`config.mk`:
```
export PLATFORM = sky130hd
export DESIGN_NAME = fm_arbiter_flat
export DESIGN_NICKNAME = d
export VERILOG_FILES = /design/src/rtl/fm_arbiter_if.sv /design/src/rtl/fm_arbiter.sv /design/src/flat_wrapper.sv
export SDC_FILE = /design/constraint.sdc
export NUM_CORES = 1
export LEC_CHECK = 0
export ABC_AREA = 1
export CORE_AREA = 2 2 113 115
export DETAILED_ROUTE_END_ITERATION = 12
export DIE_AREA = 0 0 115 117
export PLACE_DENSITY = 0.85
export RECOVER_POWER = 25
export SLEW_MARGIN = 20
export SYNTH_ARGS = -nofsm -noshare
export SYNTH_HDL_FRONTEND = slang
export SYNTH_SLANG_ARGS = --single-unit
```
`constraint.sdc`:
```
create_clock -name clk -period 8.05 [get_ports clk]
set_input_delay 0.805 -clock clk [delete_from_list [all_inputs] [get_ports clk]]
set_output_delay 0.805 -clock clk [all_outputs]
set_load 0.02 [all_outputs]
```
`src/rtl/fm_arbiter_if.sv`:
```
// Per-client request/response bundle between a conv or pool engine and the feature-map arbiter.
// The requester holds req plus its coordinate (and write data) until the matching ready pulse.
interface fm_arbiter_if #(
   parameter int COORD_BITS = 6,
   parameter int DW         = 32
);
   typedef struct packed {
      logic [COORD_BITS-1:0] y;
      logic [COORD_BITS-1:0] x;
   } vec2_t;

   vec2_t           coord_get;
   logic            read_req;
   logic            read_ready;
   logic [DW-1:0]   data_out;
   vec2_t           coord_wtr;
   logic [DW-1:0]   data_in;
   logic            write_req;
   logic            write_ready;

   modport master (
      output coord_get, read_req, coord_wtr, data_in, write_req,
      input  read_ready, data_out, write_ready
   );

   modport slave (
      input  coord_get, read_req, coord_wtr, data_in, write_req,
      output read_ready, data_out, write_ready
   );
endinterface

```
`src/rtl/fm_arbiter.sv`:
```
// Serialises conv/pool accesses onto one single-port feature-map RAM; writes beat reads, round-robin per class.
// write_ready 1 cycle and read_ready 3 cycles after the grant; requests simply wait while another access is in flight.
module fm_arbiter #(
   parameter  int COORD_BITS       = 6,
   parameter  int CHANNELS         = 4,
   parameter  int BITS_PER_CHANNEL = 8,
   parameter  int FM_W             = 32,
   parameter  int FM_H             = 32,
   localparam int DW               = CHANNELS * BITS_PER_CHANNEL,
   localparam int AW               = $clog2(FM_W * FM_H)
) (
   input  logic          clk,
   input  logic          rst,
   fm_arbiter_if.slave   conv,
   fm_arbiter_if.slave   pool,
   output logic          mem_en,
   output logic          mem_we,
   output logic [AW-1:0] mem_addr,
   output logic [DW-1:0] mem_wdata,
   input  logic [DW-1:0] mem_rdata,
   output logic          oob_err
);
   localparam logic [COORD_BITS:0] W_LIM = (COORD_BITS + 1)'(FM_W);
   localparam logic [COORD_BITS:0] H_LIM = (COORD_BITS + 1)'(FM_H);

   typedef enum logic [2:0] {IDLE, WRITE, RD_ISSUE, RD_WAIT, RD_RESP} state_t;

   state_t                state_q, state_d;
   logic                  rr_q, gnt_q, gnt_d, oob_q;
   logic                  load, sel_wr, sel_oob;
   logic [COORD_BITS-1:0] sel_x, sel_y;
   logic [DW-1:0]         sel_data, wdata_q;
   logic [AW-1:0]         sel_addr, addr_q;

   // Client index: 0 = conv, 1 = pool. On contention the client opposite rr wins.
   always_comb begin
      state_d = state_q;
      gnt_d   = gnt_q;
      load    = 1'b0;
      sel_wr  = 1'b0;
      case (state_q)
         IDLE: begin
            if (conv.write_req || pool.write_req) begin
               state_d = WRITE;
               load    = 1'b1;
               sel_wr  = 1'b1;
               gnt_d   = (conv.write_req && pool.write_req) ? !rr_q : pool.write_req;
            end else if (conv.read_req || pool.read_req) begin
               state_d = RD_ISSUE;
               load    = 1'b1;
               gnt_d   = (conv.read_req && pool.read_req) ? !rr_q : pool.read_req;
            end
         end
         WRITE:    state_d = IDLE;
         RD_ISSUE: state_d = RD_WAIT;
         RD_WAIT:  state_d = RD_RESP;
         RD_RESP:  state_d = IDLE;
         default:  state_d = IDLE;
      endcase
   end

   always_comb begin
      sel_x    = '0;
      sel_y    = '0;
      sel_data = '0;
      if (sel_wr) begin
         sel_x    = gnt_d ? pool.coord_wtr.x : conv.coord_wtr.x;
         sel_y    = gnt_d ? pool.coord_wtr.y : conv.coord_wtr.y;
         sel_data = gnt_d ? pool.data_in    : conv.data_in;
      end else begin
         sel_x    = gnt_d ? pool.coord_get.x : conv.coord_get.x;
         sel_y    = gnt_d ? pool.coord_get.y : conv.coord_get.y;
      end
      sel_oob  = ({1'b0, sel_x} >= W_LIM) || ({1'b0, sel_y} >= H_LIM);
      sel_addr = AW'(sel_y) * AW'(FM_W) + AW'(sel_x);
   end

   always_ff @(posedge clk or posedge rst) begin
      if (rst) begin
         state_q       <= IDLE;
         rr_q          <= 1'b0;
         gnt_q         <= 1'b0;
         oob_q         <= 1'b0;
         addr_q        <= '0;
         wdata_q       <= '0;
         oob_err       <= 1'b0;
         conv.data_out <= '0;
         pool.data_out <= '0;
      end else begin
         state_q <= state_d;
         if (load) begin
            gnt_q   <= gnt_d;
            rr_q    <= gnt_d;
            oob_q   <= sel_oob;
            addr_q  <= sel_addr;
            wdata_q <= sel_data;
            if (sel_oob) oob_err <= 1'b1;
         end
         // RAM data is valid in the cycle after the issue; out-of-range reads return zero.
         if (state_q == RD_WAIT) begin
            if (gnt_q) pool.data_out <= oob_q ? '0 : mem_rdata;
            else       conv.data_out <= oob_q ? '0 : mem_rdata;
         end
      end
   end

   // An out-of-range access walks the same states with the RAM left disabled.
   assign mem_en    = ((state_q == WRITE) || (state_q == RD_ISSUE)) && !oob_q;
   assign mem_we    = (state_q == WRITE) && !oob_q;
   assign mem_addr  = addr_q;
   assign mem_wdata = wdata_q;

   assign conv.write_ready = (state_q == WRITE)   && !gnt_q;
   assign pool.write_ready = (state_q == WRITE)   &&  gnt_q;
   assign conv.read_ready  = (state_q == RD_RESP) && !gnt_q;
   assign pool.read_ready  = (state_q == RD_RESP) &&  gnt_q;
endmodule

```
`src/flat_wrapper.sv`:
```
// flat-port wrapper written by rule: the top's interface ports become plain ports
module fm_arbiter_flat 
#(
   parameter  int COORD_BITS       = 6,
   parameter  int CHANNELS         = 4,
   parameter  int BITS_PER_CHANNEL = 8,
   parameter  int FM_W             = 32,
   parameter  int FM_H             = 32,
   localparam int DW               = CHANNELS * BITS_PER_CHANNEL,
   localparam int AW               = $clog2(FM_W * FM_H)
)
  (clk, rst, mem_en, mem_we, mem_addr, mem_wdata, mem_rdata, oob_err, conv_coord_get, conv_read_req, conv_coord_wtr, conv_data_in, conv_write_req, conv_read_ready, conv_data_out, conv_write_ready, pool_coord_get, pool_read_req, pool_coord_wtr, pool_data_in, pool_write_req, pool_read_ready, pool_data_out, pool_write_ready);
  fm_arbiter_if #(.COORD_BITS(COORD_BITS), .DW((32))) conv_i ();
  fm_arbiter_if #(.COORD_BITS(COORD_BITS), .DW((32))) pool_i ();
  input  logic clk;
  input  logic rst;
  output logic mem_en;
  output logic mem_we;
  output logic [AW-1:0] mem_addr;
  output logic [DW-1:0] mem_wdata;
  input  logic [DW-1:0] mem_rdata;
  output logic oob_err;
  input wire logic [$bits(conv_i.coord_get)-1:0] conv_coord_get;
  input wire logic [$bits(conv_i.read_req)-1:0] conv_read_req;
  input wire logic [$bits(conv_i.coord_wtr)-1:0] conv_coord_wtr;
  input wire logic [$bits(conv_i.data_in)-1:0] conv_data_in;
  input wire logic [$bits(conv_i.write_req)-1:0] conv_write_req;
  output wire logic [$bits(conv_i.read_ready)-1:0] conv_read_ready;
  output wire logic [$bits(conv_i.data_out)-1:0] conv_data_out;
  output wire logic [$bits(conv_i.write_ready)-1:0] conv_write_ready;
  input wire logic [$bits(pool_i.coord_get)-1:0] pool_coord_get;
  input wire logic [$bits(pool_i.read_req)-1:0] pool_read_req;
  input wire logic [$bits(pool_i.coord_wtr)-1:0] pool_coord_wtr;
  input wire logic [$bits(pool_i.data_in)-1:0] pool_data_in;
  input wire logic [$bits(pool_i.write_req)-1:0] pool_write_req;
  output wire logic [$bits(pool_i.read_ready)-1:0] pool_read_ready;
  output wire logic [$bits(pool_i.data_out)-1:0] pool_data_out;
  output wire logic [$bits(pool_i.write_ready)-1:0] pool_write_ready;
  assign conv_i.coord_get = conv_coord_get;
  assign conv_i.read_req = conv_read_req;
  assign conv_i.coord_wtr = conv_coord_wtr;
  assign conv_i.data_in = conv_data_in;
  assign conv_i.write_req = conv_write_req;
  assign conv_read_ready = conv_i.read_ready;
  assign conv_data_out = conv_i.data_out;
  assign conv_write_ready = conv_i.write_ready;
  assign pool_i.coord_get = pool_coord_get;
  assign pool_i.read_req = pool_read_req;
  assign pool_i.coord_wtr = pool_coord_wtr;
  assign pool_i.data_in = pool_data_in;
  assign pool_i.write_req = pool_write_req;
  assign pool_read_ready = pool_i.read_ready;
  assign pool_data_out = pool_i.data_out;
  assign pool_write_ready = pool_i.write_ready;
  fm_arbiter #(.COORD_BITS(COORD_BITS), .CHANNELS(CHANNELS), .BITS_PER_CHANNEL(BITS_PER_CHANNEL), .FM_W(FM_W), .FM_H(FM_H)) u_core (.clk(clk), .rst(rst), .conv(conv_i), .pool(pool_i), .mem_en(mem_en), .mem_we(mem_we), .mem_addr(mem_addr), .mem_wdata(mem_wdata), .mem_rdata(mem_rdata), .oob_err(oob_err));
endmodule
```
==> metrics.md <==
| Metric | Value |
|---|---|
| Fmax | 0.251 GHz |
| Max Slew Vio Count | 111 |
| DRT Wirelength | 15100 um |
| Hold WC Path Type | reg2reg |
| Sequential share of power | 0.288 |
| Post-CTS setup buffers | 0 |
| # H-tree levels | 3 |
| FFs w/ async S/R, synth | 1.00 |
| # IOs | 263 |
| Synth area leader | dfrtp_1 |
| P_leak | 3.77 nW |
| Die span in y | 117 um |
| Number of global-route vias before repair | 4829 |
| Critical path class | in2reg |
| CTS tree | built |
| XOR/XNOR Fraction of Synth Area | 0 |
| Synth top area cells | dfrtp_1 53%, mux2_2 13%, nor2_1 6.9% |
| Sw Share | 0.437 |
| Clock root buffer | clkbuf_16 |
| Vias | 4907 |
| Worst-Margin Slew | 1950 ps |
| # setup viols final | 0 |
| Peak VDD IR | 0.183 mV |
| Startpoint class of the critical path | input port |
| Core region area | 12300 um^2 |
| Hold Path Origin | u_core.oob_err |
| Most frequent cell after synthesis | dfrtp_1 |
| Share of cells above drive strength 1 | 0.106 |
| Maximum number of pins on one net before global-route repair | 70 |
| Clk pwr share | 0.130 |
| Gpl congestion | 0.805 |
| YS warnings | 0 |
| Failing checks | capacitance limit, slew limit |
| TritonRoute pass-1 iters | 4 |
| Routed len/inst | 15.5 um |
| R2R setup slack | 4550 ps |
| Clock Latency Late Sink | 340 ps |
| Seq/Total Area, Yosys | 0.530 |
| Max-Cap Viols | 3 |
| Post-DP HPWL | 11100 um |
| CTS buffer count | 9 |
| Die X | 115 um |
| Syn Nets | 728 |
| Status | complete, but fails checks |
| Starting Density | 0.429 |
| DP Area | 8010 um^2 |
| Clock Tree Buf Depth | 2 |
| Core Rows | 41 |
| RSZ-0062 raised after global routing | false |
| Antenna viol nets, final | 0 |
| Synth Area in Simple Gates | 0.174 |
| # diodes | 0 |
| Main combinational cell family by area after synthesis | simple AND/OR/NAND/NOR gates |
| Slew headroom | -0.310 |
| Clk pin slew, worst setup/hold paths | 70 ps |
| Post-Syn Instances | 576 |
| R2R Path Start | u_core.state_q[2] |
| Die area | 13500 um^2 |
| Input/output buffers | 262 |
| Post-synth EDFFs | 0 |
| Max Fanout on Critical Path | 59 |
| Initial antenna violation count | 0 |
| Fin area | 8290 um^2 |
| Period minus WS final | 3980 ps |
| Pwr dens | 398 nW/um^2 |
| First-pass GRT wire length | 23300 um |
| Primary FF master, synth | dfrtp_1 |
| Worst EP required | 8270 ps |
| Nets | 975 |
| Hold path endpoint | u_core.oob_err |
| FF-to-FF path depth | 14 |
| Setup TNS | 0 ps |
| Netlist cell types | 31 |
| CP arrival | 4200 ps |
| Tcrit/Tclk final | 0.494 |
| Total track usage | 0.220 |
| Mapped Area | 5290 um^2 |
| PostCTS Resize Cnt | 0 |
| Worst R2R End | u_core.mem_addr[9] |
| Post-synthesis compound-gate area fraction | 0.0862 |
| Drt via density | 5.02 |
| Post-synthesis mux area share | 0.136 |
| Fin. Hold Viols | 0 |
| Clock Skews | 6.07 ps |
| Clock Sinks | 112 |
| Yosys top cell area share | 0.530 |
| DRC Markers | 0 |
| Worst hold stages | 2 |
| Fillers | 966 |
| Pint | 1.86 mW |
| Post-synthesis sequential element count | 112 |
| Top cells by count, synth | 112 x dfrtp_1, 97 x nor2_1, 88 x nand2_1, 60 x mux2_2, 55 x inv_1 |
| Total global routing overflow | 0 |
| Iter 0 DRT Violations | 265 |
| Hold-fix buffers, CTS | 0 |
| Crit end category | flop |
| Area Overhead vs Synth | 56.8% |
| Sw Pwr | 1.44 mW |
| Syn Area/Cell | 9.18 um^2 |
| Logic pwr share | 0.583 |
| Adder-Cell Fraction of Synth Area | 0.00473 |
-- flip-flops by register name (all words and copies together) (netlist names) --
signal                cells
u_core.pool.data_out     32
u_core.oob_err            1
u_core.rr_q               1
u_core.mem_wdata         32
u_core.mem_addr          10
u_core.conv.data_out     32
u_core.oob_q              1
u_core.state_q            3
-- stage by stage --
stage / std cells / hold slack [ps] / utilization / power (mW) / setup slack, ps
after floorplan: 576 / 560 / - / 2.10 / 4290
after global placement: 962 / 446 / 0.651 / 2.84 / 3980
after detailed placement: 962 / 468 / 0.651 / 2.89 / 3840
after CTS: 977 / 487 / 0.674 / 3.32 / 4200
after global routing: 977 / 501 / 0.673 / 3.53 / 3750
final: 977 / 481 / 0.673 / 3.30 / 4070
-- critical path: stages --
cell           delay [ps]
dlygate4sd3_1         570
nor2_1                210
nand3_1               120
nand3_2               160
nand2_4               330
inv_2                 780
nor2_1                100
o32ai_1               270
ha_1                  240
ha_1                  200
inv_1                  60
nor2_1                110
nand3_1                70
nand3_1                70
nand2_1                60
-- power groups by stage --
stage / registers [mW] / clock network (mW) / logic, mW
floorplan: 1.23 / 0 / 0.873
finish: 0.950 / 0.427 / 1.92
CTS: 0.951 / 0.437 / 1.94
global route: 0.973 / 0.459 / 2.10
detailed placement: 0.959 / 0 / 1.94
global placement: 0.949 / 0 / 1.89
-- worst max path at each step --
stage               cells after the start            from                      end  slack (ps)
finish                                 15  pool_write_req       u_core.mem_addr[9]        4070
global route                           16  pool_write_req       u_core.mem_addr[9]        3750
CTS                                    15  pool_write_req       u_core.mem_addr[9]        4200
detailed placement                     15  pool_write_req       u_core.mem_addr[9]        3840
global placement                       16  pool_write_req       u_core.mem_addr[9]        3980
floorplan                               1             rst  u_core.conv.data_out[0]        4290
-- cell families (layout without fill, tap and decap cells) --
group	count (synthesis)	in the layout
AO/OA/AOI/OAI	87	87
flip-flops	112	112
multiplexers	64	64
buffers and inverters	89	340
adder cells (fa/ha/maj)	2	2
AND/OR/NAND/NOR	222	222
-- final cells by class --
| type | count | area (um^2) | share of cell area |
|---|---|---|---|
| flip-flops and latches | 112 | 2800 | 0.338 |
| repair buffers | 268 | 2660 | 0.321 |
| multi-input cells | 375 | 2140 | 0.258 |
| clock buffers | 11 | 243 | 0.0293 |
| inverters | 57 | 215 | 0.0260 |
| well taps | 150 | 188 | 0.0227 |
| clock inverters | 4 | 38.8 | 0.00468 |
-- layout by cell type (no fill, tap or decap), types with 3 or more instances in the layout --
master	instances
mux2_1	4
buf_4	4
inv_1	54
clkbuf_1	3
nor3_1	3
mux2_2	60
nand3_1	25
nor2_1	96
o21ai_0	44
o21ai_1	32
clkdlybuf4s50_1	260
dfrtp_1	112
clkbuf_16	9
a31oi_1	5
nand2_1	88
-- layer usage --
metal | up-vias | global-route usage | part of all wire
met5 | - | 0 | 0
met4 | 0 | 0.0707 | 0.022
met3 | 25 | 0.0772 | 0.11
met2 | 240 | 0.377 | 0.48
met1 | 2277 | 0.262 | 0.40
li1 | 2365 | - | -
No activity file was read; power rests on OpenSTA's default activity.
